**config.mk**
```make
export PLATFORM = sky130hd
export DESIGN_NAME = grey_decode6_rx
export DESIGN_NICKNAME = d
export VERILOG_FILES = /design/src/rtl/grey_decode6_rx.sv
export SDC_FILE = /design/constraint.sdc
export NUM_CORES = 1
export LEC_CHECK = 0
export BUFFER_PORTS_ARGS = -buffer_cell sky130_fd_sc_hd__buf_4
export CORE_MARGIN = 2
export CORE_UTILIZATION = 40
export DETAILED_ROUTE_END_ITERATION = 16
export MAX_ROUTING_LAYER = met4
export SYNTH_ARGS = -nofsm -noshare
export SYNTH_HDL_FRONTEND = slang
export SYNTH_SLANG_ARGS = --single-unit
```
**constraint.sdc**
```tcl
create_clock -name clk -period 3.95 [get_ports clk]
set_input_delay 0.9875 -clock clk [delete_from_list [all_inputs] [get_ports clk]]
set_output_delay 0.9875 -clock clk [all_outputs]
set_load 0.1 [all_outputs]
```
**src/rtl/grey_decode6_rx.sv**
```systemverilog
// Receiver for a grey-coded step bus: synchronizes, decodes to binary, and flags
// legal +1 steps (incr) vs illegal jumps (skip_err). Optional macro GREY_RX_ERR_CNT_EN adds err_cnt.
module grey_decode6_rx #(
  parameter int WIDTH       = 6,
  parameter int SYNC_STAGES = 2
) (
  input  logic             clk,
  input  logic             rst,
  input  logic [WIDTH-1:0] grey,
  output logic [WIDTH-1:0] bin,
  output logic             valid,
  output logic             incr,
  output logic             skip_err,
`ifdef GREY_RX_ERR_CNT_EN
  output logic [7:0]       err_cnt,
`endif
  output logic [1:0]       dbg_state
);

  typedef enum logic [1:0] {
    ST_INIT  = 2'd0,
    ST_LOCK  = 2'd1,
    ST_TRACK = 2'd2
  } state_t;

  localparam int CW = $clog2(SYNC_STAGES + 1);

  state_t           r_state;
  logic [CW-1:0]    r_cnt;
  logic [WIDTH-1:0] r_sync [SYNC_STAGES];
  logic [WIDTH-1:0] r_bin;
  logic             r_valid;
  logic             r_incr;
  logic             r_skip;

  logic [WIDTH-1:0] w_s_grey;
  logic [WIDTH-1:0] w_s_bin;
  logic [WIDTH-1:0] w_delta;
  logic             w_step_hit;
  logic             w_skip_hit;

  function automatic logic [WIDTH-1:0] grey_to_bin(input logic [WIDTH-1:0] g);
    logic [WIDTH-1:0] b;
    b[WIDTH-1] = g[WIDTH-1];
    for (int i = WIDTH - 2; i >= 0; i--) begin
      b[i] = b[i+1] ^ g[i];
    end
    return b;
  endfunction

  always_ff @(posedge clk or posedge rst) begin
    if (rst) begin
      for (int i = 0; i < SYNC_STAGES; i++) begin
        r_sync[i] <= '0;
      end
    end else begin
      r_sync[0] <= grey;
      for (int i = 1; i < SYNC_STAGES; i++) begin
        r_sync[i] <= r_sync[i-1];
      end
    end
  end

  assign w_s_grey = r_sync[SYNC_STAGES-1];
  assign w_s_bin  = grey_to_bin(w_s_grey);

  // Modular difference: 63->0 yields 1 (legal), a backward step yields all-ones (illegal).
  assign w_delta    = w_s_bin - r_bin;
  assign w_step_hit = (r_state == ST_TRACK) && (w_delta == WIDTH'(1));
  assign w_skip_hit = (r_state == ST_TRACK) && (w_delta != '0) && (w_delta != WIDTH'(1));

  always_ff @(posedge clk or posedge rst) begin
    if (rst) begin
      r_state <= ST_INIT;
      r_cnt   <= '0;
      r_bin   <= '0;
      r_valid <= 1'b0;
      r_incr  <= 1'b0;
      r_skip  <= 1'b0;
    end else begin
      r_incr <= 1'b0;
      r_skip <= 1'b0;
      case (r_state)
        ST_INIT: begin
          // Hold off until the reset-cleared synchronizer has filled with live input.
          if (r_cnt == CW'(SYNC_STAGES - 1)) begin
            r_state <= ST_LOCK;
          end else begin
            r_cnt <= r_cnt + CW'(1);
          end
        end
        ST_LOCK: begin
          r_bin   <= w_s_bin;
          r_valid <= 1'b1;
          r_state <= ST_TRACK;
        end
        ST_TRACK: begin
          if (w_delta != '0) begin
            r_bin <= w_s_bin;
          end
          r_incr <= w_step_hit;
          r_skip <= w_skip_hit;
        end
        default: begin
          r_state <= ST_INIT;
          r_cnt   <= '0;
        end
      endcase
    end
  end

`ifdef GREY_RX_ERR_CNT_EN
  logic [7:0] r_err_cnt;

  always_ff @(posedge clk or posedge rst) begin
    if (rst) begin
      r_err_cnt <= '0;
    end else if (w_skip_hit && (r_err_cnt != 8'hFF)) begin
      r_err_cnt <= r_err_cnt + 8'd1;
    end
  end

  assign err_cnt = r_err_cnt;
`endif

  assign bin       = r_bin;
  assign valid     = r_valid;
  assign incr      = r_incr;
  assign skip_err  = r_skip;
  assign dbg_state = r_state;

endmodule

```
### Word level (Yosys, flattened, before mapping)

Cells that the tools add are included.

| word-level totals | value |
|---|---|
| flip-flop bits (word level) | 25 |
| bits in latches | 0 |
| RAM bits | 0 |
| memory bits (read-only) | 0 |
| bits of input ports | 8 |
| word-level logic and storage cells | 43 |
| memories | 0 |

| operators by class | value |
|---|---|
| $add $sub $neg | 2 |
| $mul | 0 |
| divide/modulo/power cells | 0 |
| order comparisons | 0 |
| eq/ne operators | 8 |
| shift-type cells | 0 |
| mux-type cells | 8 |
| bitwise operators | 7 |
| reductions and logical operators | 10 |

Operator list:

| kind | number |
|---|---|
| $pmux W6 S2 | 1 |
| $eq A6 B1 Y1 const B | 1 |
| $mux W6 | 1 |
| $ne A6 B1 Y1 const B | 1 |
| $pmux W2 S3 | 1 |
| $reduce_and A2 Y1 | 3 |
| $reduce_bool A6 Y1 | 1 |
| $sub A6 B6 Y6 | 1 |
| $xor A1 B1 Y1 | 5 |
| $eq A2 B1 Y1 const B | 2 |
| $mux W2 | 2 |
| $ne A2 B2 Y1 const B | 2 |
| $pmux W2 S2 | 1 |
| $logic_and A1 B1 Y1 | 3 |
| $add A2 B1 Y2 const B | 1 |
| $eq A2 B2 Y1 const B | 1 |
| $logic_not A2 Y1 | 1 |
| $mux W1 | 2 |
| $ne A2 B1 Y1 const B | 1 |
| $not A1 Y1 | 2 |
| $reduce_bool A2 Y1 | 1 |
| $reduce_or A2 Y1 | 1 |

### Longest topological paths before layout

Gate-level depths: netlist of the first run.

| logic depth | value |
|---|---|
| depth after elaboration | 10 |
| gate-level depth with buffers | 12 |
| mapped depth without buffers | 12 |

### Worst setup path after synthesis of the first run

OpenSTA, ideal clock, no wires.

| timing | value |
|---|---|
| kind | register -> register |
| start point | register r_sync, in the netlist w_s_grey[5] |
| end point | register r_bin[5] (netlist: bin[5]) |
| arrival | 2.755 ns |
| required time | 3.824 ns |
| path slack | 1.068 ns |
| stages on the path, launching flop included | 13 |
| path buffers | 0 |
| period minus slack after synthesis | 2.882 ns |
| cells stage by stage | dfrtp_1 -> xor2_1 -> xnor2_1 -> inv_1 -> xnor2_1 -> xnor2_1 -> ha_1 -> nand2b_1 -> a21oi_1 -> xor2_1 -> a211oi_2 -> a31oi_4 -> mux2_4 |

| between the ends | value |
|---|---|
| cells in the longest elaborated chain, start to end | 9 |
| elaborated cells on any way between the ends | 11 |
| classes of those cells | add/sub (1); eq/ne (1); mux (2); bitwise (5); reduce/logical (2) |

RTL lines:

| element | RTL line | text |
|---|---|---|
| start: declaration | 30 | `logic [WIDTH-1:0] r_sync [SYNC_STAGES];` |
| start signal: indexed assignment | 59 | `r_sync[i] <= r_sync[i-1];` |
| $xor A1 B1 Y1 * | 46 | `b[i] = b[i+1] ^ g[i];` |
| via w_s_bin[4] | 37 | `logic [WIDTH-1:0] w_s_bin;` |
| $xor A1 B1 Y1 * | 46 |  |
| via w_s_bin[3] | 37 |  |
| $xor A1 B1 Y1 * (2 in series) | 46 |  |
| via w_s_bin[1] | 37 |  |
| $xor A1 B1 Y1 | 46 |  |
| $sub A6 B6 Y6 * | 68 | `assign w_delta = w_s_bin - r_bin;` |
| $reduce_bool A6 Y1 * | 98 | `if (w_delta != '0) begin` |
| $ne A2 B1 Y1 (no line) * | - |  |
| $reduce_and A2 Y1 (no line) * | - |  |
| end signal: assignment | 93 | `r_bin <= w_s_bin;` |
| end signal: assignment | 99 | `r_bin <= w_s_bin;` |
| end: declaration | 31 | `logic [WIDTH-1:0] r_bin;` |

The timed path passes the listed nets; every way through them passes the cells marked *. The select of a mux whose other input is x is not followed.
A chain may end at the register's enable or synchronous reset.

### Worst setup path in the final report of the first run

| timing | value |
|---|---|
| start point | register r_sync, in the netlist w_s_grey[5] |
| end point | register r_bin[1] (netlist: bin[1]) |

| between the ends | value |
|---|---|
| cells in the longest elaborated chain, start to end | 9 |
| elaborated cells on any way between the ends | 11 |
| classes of those cells | add/sub (1); eq/ne (1); mux (2); bitwise (5); reduce/logical (2) |

RTL lines:

| element | RTL line |
|---|---|
| $xor A1 B1 Y1 * | 46 |
| via w_s_bin[4] | 37 |
| $xor A1 B1 Y1 * | 46 |
| via w_s_bin[3] | 37 |
| $xor A1 B1 Y1 * (2 in series) | 46 |
| via w_s_bin[1] | 37 |
| $xor A1 B1 Y1 | 46 |
| $sub A6 B6 Y6 | 68 |
| $reduce_bool A6 Y1 | 98 |
| $ne A2 B1 Y1 (no line) | - |
| $reduce_and A2 Y1 (no line) | - |

Marked as above.

==> impl_metrics.tcl, run 1 <==
set metrics [dict create \
    drt-total-wl_mm 1.611 \
    synth_flop_cell "dfrtp_1" \
    worst_slew_pin_slew_ns 0.8892 \
    num_vias 727 \
    cts.path.max_buffers 2 \
    path_common_cell "xnor2_1" \
    pwr-share-comb 0.470 \
    top_layer "met4" \
    slew_viol_final 0 \
    grt_max_degree 26 \
    cts_tree "yes" \
    grtUsageTotal 0.1158 \
    worstSkewPairLatency_ns 0.31 \
    async_flop_share 1.000 \
    crit_family "XOR/XNOR gates" \
    synth.distinct_cells 28 \
    n_antenna_cell 0 \
    place_hpwl_mm 1.303 \
    ys_top_cells_by_area "dfrtp_1 53%, ha_1 11%, xnor2_1 5.2%, mux2_4 5.1%, inv_1 3.5%" \
    yosysSeqAreaShare 0.5291 \
    maxCapViolations 0 \
    clock-skew-final_ns 0.001769 \
    report.final.setup_viol 0 \
    p_per_area_nw_per_um2 555.2 \
    grt_pass1_wl_mm 2.904 \
    power_switching_share 0.4323 \
    root_buffer "clkbuf_4" \
    area_growth_pct 17.25 \
    dr.pass1.iters 4 \
    maxSlewHeadroom 0.4065 \
    fin_setup_tns_ns 0 \
    start_util 0.4251 \
    grt-ovfl-total 0 \
    ant_nets 0 \
    rsz0062_at_grt "false" \
    cpMaxStageDelayCell "dfrtp_1" \
    crit_chain "xor2_1, xnor2_1, inv_1, xnor2_1, xnor2_1, ha_1, nand3b_1, a211oi_1, a21oi_1, a211oi_2, a31oi_4, mux2_4" \
    synth_most_common_cell "dfrtp_1" \
    crit_path_max_fanout 6 \
    fp-row-count 19 \
    drc_errors 0 \
    post_cts_buffers 0 \
    worst-setup-path-type "flip-flop to flip-flop" \
    ir_drop_uv 309.6 \
    setup.worst_path.end_class "flip-flop" \
    finalHoldViolations 0 \
    post_cts_resize_count 0 \
    fmax_mhz 316.6 \
    wl_per_cell_um 10.96 \
    cp.arrival_ns 3.37 \
    grt_pass1_vias 663 \
    synth-warning-count 0 \
    fin_util 0.4984 \
    synth_top_area_cell "dfrtp_1" \
    p_seq_frac 0.384 \
    p_sw_mw 0.3327 \
    required_ns 4.16 \
    numClockSinks 25 \
    cts_buffers 3 \
    core-area_um2 2781 \
    wl_met3_um 49 \
    hold_buffers 0 \
    p_leak_nw 0.6734 \
    fin_crit_sh 0.7996 \
    synth_edf_count 0 \
    ios 19 \
    antenna_found_initial 0 \
    avgSynthCellArea_um2 12.58 \
    dr.first_iter.drc_count 8 \
    wl_met2_um 789 \
    critPathBufInv 1 \
    synth_area_um2 1182 \
    yosys.area.top_type_share 0.5291 \
    critPathMaxStageDelay_ns 0.43 \
    crit_path_start_kind "flip-flop" \
    p_int_mw 0.4370 \
    ys_ff_latch 25 \
    cts_max_level 1 \
    drive_gt1_frac 0.2672 \
    die_w_um 58.37 \
    synthCells 94 \
    die_area_um2 3407 \
    clk_pin_slew_ns 0.13 \
    p_clk_frac 0.146 \
    hold_class "flip-flop to flip-flop" \
    status "completed" \
    syn_nets 112 \
    io_buffers 18 \
    period_needed_ns 3.159 \
    fillCellCount 246 \
    gp_congestion 0.7204 \
    synth_common_cells "25 x dfrtp_1, 11 x inv_1, 10 x ha_1" \
    nets 135 \
    die-height_um 58.37 \
    via_per_inst 4.946 \
    met1Wirelength_um 747 \
]
[registers in the layout (all words and copies together) (netlist names)]
signal,count
r_sync,6
bin,6
incr,1
r_cnt,2
valid,1
skip_err,1
w_s_grey,6
dbg_state,2
[worst reg2reg max path, cell delays in order, from the launching register on]
cell	delay (ns)
dfrtp_1	0.43
xor2_1	0.26
xnor2_1	0.22
inv_1	0.11
xnor2_1	0.30
xnor2_1	0.15
ha_1	0.24
nand3b_1	0.17
a211oi_1	0.25
a21oi_1	0.09
a211oi_2	0.29
a31oi_4	0.20
mux2_4	0.34
[cells in the final DEF (no fill, tap or decap), types with 2 or more instances in the layout]
master,Yosys,routed
nor2_1,4,4
nand2_1,2,2
xor2_1,3,3
o21ai_0,3,3
inv_1,11,11
xnor2_1,7,7
nand2b_1,2,2
clkbuf_4,0,3
buf_4,0,18
mux2_4,4,4
mux2i_1,2,2
dfrtp_1,25,25
a21oi_1,4,4
ha_1,10,10
a21o_1,2,2
[path summary, 6_finish.rpt]
path	startpoint	to	slack, ns	cells past startpoint
worst max-delay path	w_s_grey[5]$_DFF_PP0_	bin[1]$_DFFE_PP0P_	0.79	12
worst min-delay path	r_sync[11]$_DFF_PP0_	w_s_grey[5]$_DFF_PP0_	0.36	0
worst max register to register	w_s_grey[5]$_DFF_PP0_	bin[1]$_DFFE_PP0P_	0.79	12
worst min register to register	r_sync[11]$_DFF_PP0_	w_s_grey[5]$_DFF_PP0_	0.36	0
max in group asynchronous	rst	dbg_state[1]$_DFFE_PP0P_	2.56	2
min in group asynchronous	rst	r_cnt[1]$_DFFE_PP0P_	0.85	2
[layer usage]
metal  vias to the layer above  track usage
met5                         -            -
met1                       353       0.1556
li1                        359            -
met2                        11       0.1685
met4                         0      0.04983
met3                         4      0.02637
[power groups by stage]
stage / logic [mW] / registers, mW / clock network (mW)
after floorplan: 0.167 / 0.433 / 0
after global placement: 0.363 / 0.301 / 0
after detailed placement: 0.362 / 0.302 / 0
after CTS: 0.365 / 0.297 / 0.120
after global routing: 0.391 / 0.300 / 0.133
final: 0.362 / 0.296 / 0.112
[through the flow]
step / std cells / hold WS [ns] / total power [mW] / area (um2) / worst slack [ns]
floorplan: 94 / 0.3312 / 0.5998 / 1182 / 1.068
global placement: 143 / 0.3315 / 0.6644 / 1356 / 0.7962
detailed placement: 143 / 0.3358 / 0.6641 / 1356 / 0.7665
CTS: 147 / 0.3675 / 0.7820 / 1386 / 0.7202
global route: 147 / 0.3753 / 0.8245 / 1386 / 0.4248
finish: 147 / 0.3619 / 0.7697 / 1386 / 0.7915
[layout make-up]
| cell class | instances | area [um2] | area share |
|---|---|---|---|
| well taps | 31 | 38.79 | 0.02798 |
| inverters | 11 | 41.29 | 0.02978 |
| repair buffers | 18 | 135.1 | 0.09747 |
| clock inverters | 1 | 7.507 | 0.005415 |
| flip-flops and latches | 25 | 625.6 | 0.4513 |
| multi-input cells | 58 | 515.5 | 0.3718 |
| clock buffers | 3 | 22.52 | 0.01625 |
[logic make-up after synthesis]
family	count (synthesis)	share of synthesized area
buffers and inverters	11	0.03492
DFF	25	0.5291
and+or+nand+nor	15	0.07514
AOI/OAI and AO/OA	17	0.1132
muxes	6	0.06773
xor gates and xnor gates	10	0.07408
adders and majority gates	10	0.1058
No activity file was read; power rests on OpenSTA's default activity.
==> inputs of run 2 (changes only) <==
--- a/config.mk
+++ b/config.mk
@@ -5,6 +5,7 @@
 export SDC_FILE = /design/constraint.sdc
 export NUM_CORES = 1
 export LEC_CHECK = 0
+export ABC_AREA = 1
 export BUFFER_PORTS_ARGS = -buffer_cell sky130_fd_sc_hd__buf_4
 export CORE_MARGIN = 2
 export CORE_UTILIZATION = 40
==> constraint.sdc (replaced) <==
create_clock -name clk -period 2.6 [get_ports clk]
set_input_delay 0.65 -clock clk [delete_from_list [all_inputs] [get_ports clk]]
set_output_delay 0.65 -clock clk [all_outputs]
set_load 0.1 [all_outputs]
==> run 2 against run 1 <==
  * Sequential share of layout area down 9.1 points
  * First-iteration DRC count increased to 3.5 times the previous value
  * Die area is 10% higher
  * Register-to-register slack worse by 0.70 ns
  * Utilization up 6.6 points
  * Area after synthesis increased by 11%
  * Clock skew increased by 0.0027 ns
  * Worst setup slack lost 0.70 ns
  * Total power increased by 41%
  * Synthesized cell count increased by 65%
  * Routed wire length increased by 58%
  * Via count is 46% higher
  * Largest cell class is now multi-input gates
  * Largest power group unchanged
==> impl_metrics.tcl, run 2 <==
set metrics [dict create \
    async_flop_share 1.000 \
    drc_errors 0 \
    synth_area_um2 1310 \
    synth_common_cells "42 x nand2_1, 28 x inv_1, 25 x dfrtp_1" \
    synth.distinct_cells 19 \
    cts_buffers 3 \
    synth_flop_cell "dfrtp_1" \
    antenna_found_initial 0 \
    worstSkewPairLatency_ns 0.31 \
    r2r-end "bin[4]$_DFFE_PP0P_" \
    yosysSeqAreaShare 0.4776 \
    via_per_inst 4.711 \
    p_per_area_nw_per_um2 625.5 \
    n_antenna_cell 0 \
    cp.arrival_ns 2.72 \
    grt-ovfl-total 0 \
    area_growth_pct 32.67 \
    post-place-ws_ns 0.1019 \
    crit_family "simple AND/OR/NAND/NOR gates" \
    place_hpwl_mm 1.850 \
    worst_slew_pin_slew_ns 0.2999 \
    nets 200 \
    crit_chain "or2_1, nand2_1, nand2_2, nand3_2, nand2_4, nand2_4, nand3_2, nand2_2, inv_2, ha_4, inv_1, nand3_2, nand3_1, nand3_2, nor2_2, nand3_2, nand2_4, nand2_4, nand2_1, nand2_1" \
    synth-warning-count 0 \
    crit_path_start_kind "flip-flop" \
    critPathMaxStageDelay_ns 0.43 \
    fp-row-count 20 \
    layout_commonest_cell "nand2_1" \
    die-height_um 61.23 \
    ys_top_cells_by_area "dfrtp_1 48%, nand2_1 12%, ha_1 9.6%, inv_1 8.0%, nand3_1 7.3%" \
    avgSynthCellArea_um2 8.452 \
    core-area_um2 3078 \
    r2r-start "w_s_grey[5]$_DFF_PP0_" \
    ant_nets 0 \
    grt_pass1_vias 956 \
    hold_depth 0 \
    root_buffer "clkbuf_4" \
    die_w_um 61.23 \
    drive_gt1_frac 0.3812 \
    ys_ff_latch 25 \
    num_vias 1060 \
    drt-total-wl_mm 2.540 \
    maxCapViolations 0 \
    grt_max_degree 26 \
    grt_pass1_wl_mm 3.850 \
    ir_drop_uv 294.3 \
    maxSlewHeadroom 0.8001 \
    fin_area_um2 1738 \
    r2r_slack_ns 0.09 \
    io_buffers 18 \
    start_util 0.4256 \
    cpMaxStageDelayCell "dfrtp_1" \
    report.final.setup_viol 0 \
    synth_most_common_cell "nand2_1" \
    critPathBufInv 2 \
    finalHoldViolations 0 \
    cts_tree "yes" \
    worst-setup-path-type "flip-flop to flip-flop" \
    clock-skew-final_ns 0.004447 \
    die_area_um2 3749 \
    fillCellCount 283 \
    gp_congestion 0.8670 \
    required_ns 2.81 \
    status "completed" \
    final_cell_mix "31 x nand2_1, 25 x inv_1, 25 x dfrtp_1" \
    cts_max_level 1 \
    dr.pass1.iters 4 \
    hold_end "w_s_grey[5]$_DFF_PP0_" \
    syn_nets 173 \
    rsz0062_at_grt "true" \
    fmax_mhz 398.4 \
    slew_viol_final 0 \
    reg2regPathDepth 20 \
    cts.path.max_buffers 2 \
    crit_path_max_fanout 7 \
    numClockSinks 25 \
    place_area_um2 1508 \
    p_leak_nw 0.9072 \
    synthCells 155 \
    clk_pin_slew_ns 0.12 \
    fin_crit_sh 0.9654 \
    path_common_cell "nand3_2" \
    ios 19 \
    yosys.area.top_type_share 0.4776 \
    synth_top_area_cell "dfrtp_1" \
    synth_edf_count 0 \
    grtUsageTotal 0.1436 \
    period_needed_ns 2.510 \
    setup_slack_ns 0.08991 \
    dr.first_iter.drc_count 28 \
    holdCritStartpoint "r_sync[11]$_DFF_PP0_" \
    hold_class "flip-flop to flip-flop" \
    setup.worst_path.end_class "flip-flop" \
    wl_per_cell_um 11.29 \
]
run 2: final cells by class:
| class | instances | area (um2) | area share |
|---|---|---|---|
| Multi-Input combinational cell | 102 | 758.2 | 0.4363 |
| Sequential cell | 25 | 625.6 | 0.3600 |
| Timing Repair Buffer | 22 | 165.2 | 0.09503 |
| Inverter | 28 | 107.6 | 0.06191 |
| Tap cell | 44 | 55.05 | 0.03168 |
| Clock buffer | 4 | 26.28 | 0.01512 |
run 2: stage by stage:
stage,cells,TNS [ns],util,power (mW),hold slack (ns)
floorplan,155,0,-,0.7400,0.3312
global placement,218,0,0.4898,0.8129,0.3322
detailed placement,218,0,0.4898,0.8215,0.3347
CTS,222,0,0.4984,0.9869,0.3644
global route,225,-0.6397,0.5646,1.158,0.3699
finish,225,0,0.5646,1.087,0.3615
run 2: logic make-up after synthesis:
group / after synthesis / synth area share
XOR/XNOR: 1 / 0.006687
buffers and inverters: 28 / 0.08023
AO/OA/AOI/OAI: 8 / 0.03152
adder cells (fa/ha/maj): 10 / 0.09551
flip-flops: 25 / 0.4776
AND/OR/NAND/NOR: 83 / 0.3085
run 2: timing repair:
item,4_1_cts,5_1_grt
setup buffers,0,3
endpoints found under the setup margin,0,7
hold buffers,0,0
endpoints found under the hold margin,0,0
resized for setup,0,42
run 2: how the worst max path moves through the flow:
| stage | startpoint | endpoint | slack, ns | cells after the start |
|---|---|---|---|---|
| detailed placement | w_s_grey[5]$_DFF_PP0_ | bin[1]$_DFFE_PP0P_ | 0.10 | 18 |
| global route | w_s_grey[5]$_DFF_PP0_ | bin[2]$_DFFE_PP0P_ | -0.11 | 20 |
| finish | w_s_grey[5]$_DFF_PP0_ | bin[4]$_DFFE_PP0P_ | 0.09 | 20 |
| floorplan | bin[2]$_DFFE_PP0P_ | bin[5]$_DFFE_PP0P_ | 0.26 | 12 |
| CTS | w_s_grey[5]$_DFF_PP0_ | bin[1]$_DFFE_PP0P_ | 0.08 | 18 |
| global placement | w_s_grey[5]$_DFF_PP0_ | bin[0]$_DFFE_PP0P_ | 0.16 | 22 |
run 2: per-layer routing:
layer,up-vias,global-route usage,share of wire
met5,-,-,0
li1,541,-,-
met4,0,0.07143,0.018
met1,496,0.1653,0.42
met3,7,0.02521,0.032
met2,16,0.2401,0.53
run 2: power by group:
part	total [mW]	leakage, nW	internal (mW)	switching (mW)
Combinational	0.485	0.606	0.165	0.320
Sequential	0.436	0.286	0.414	0.0220
Clock	0.167	0.0150	0.0599	0.107
Total	1.09	0.907	0.638	0.449
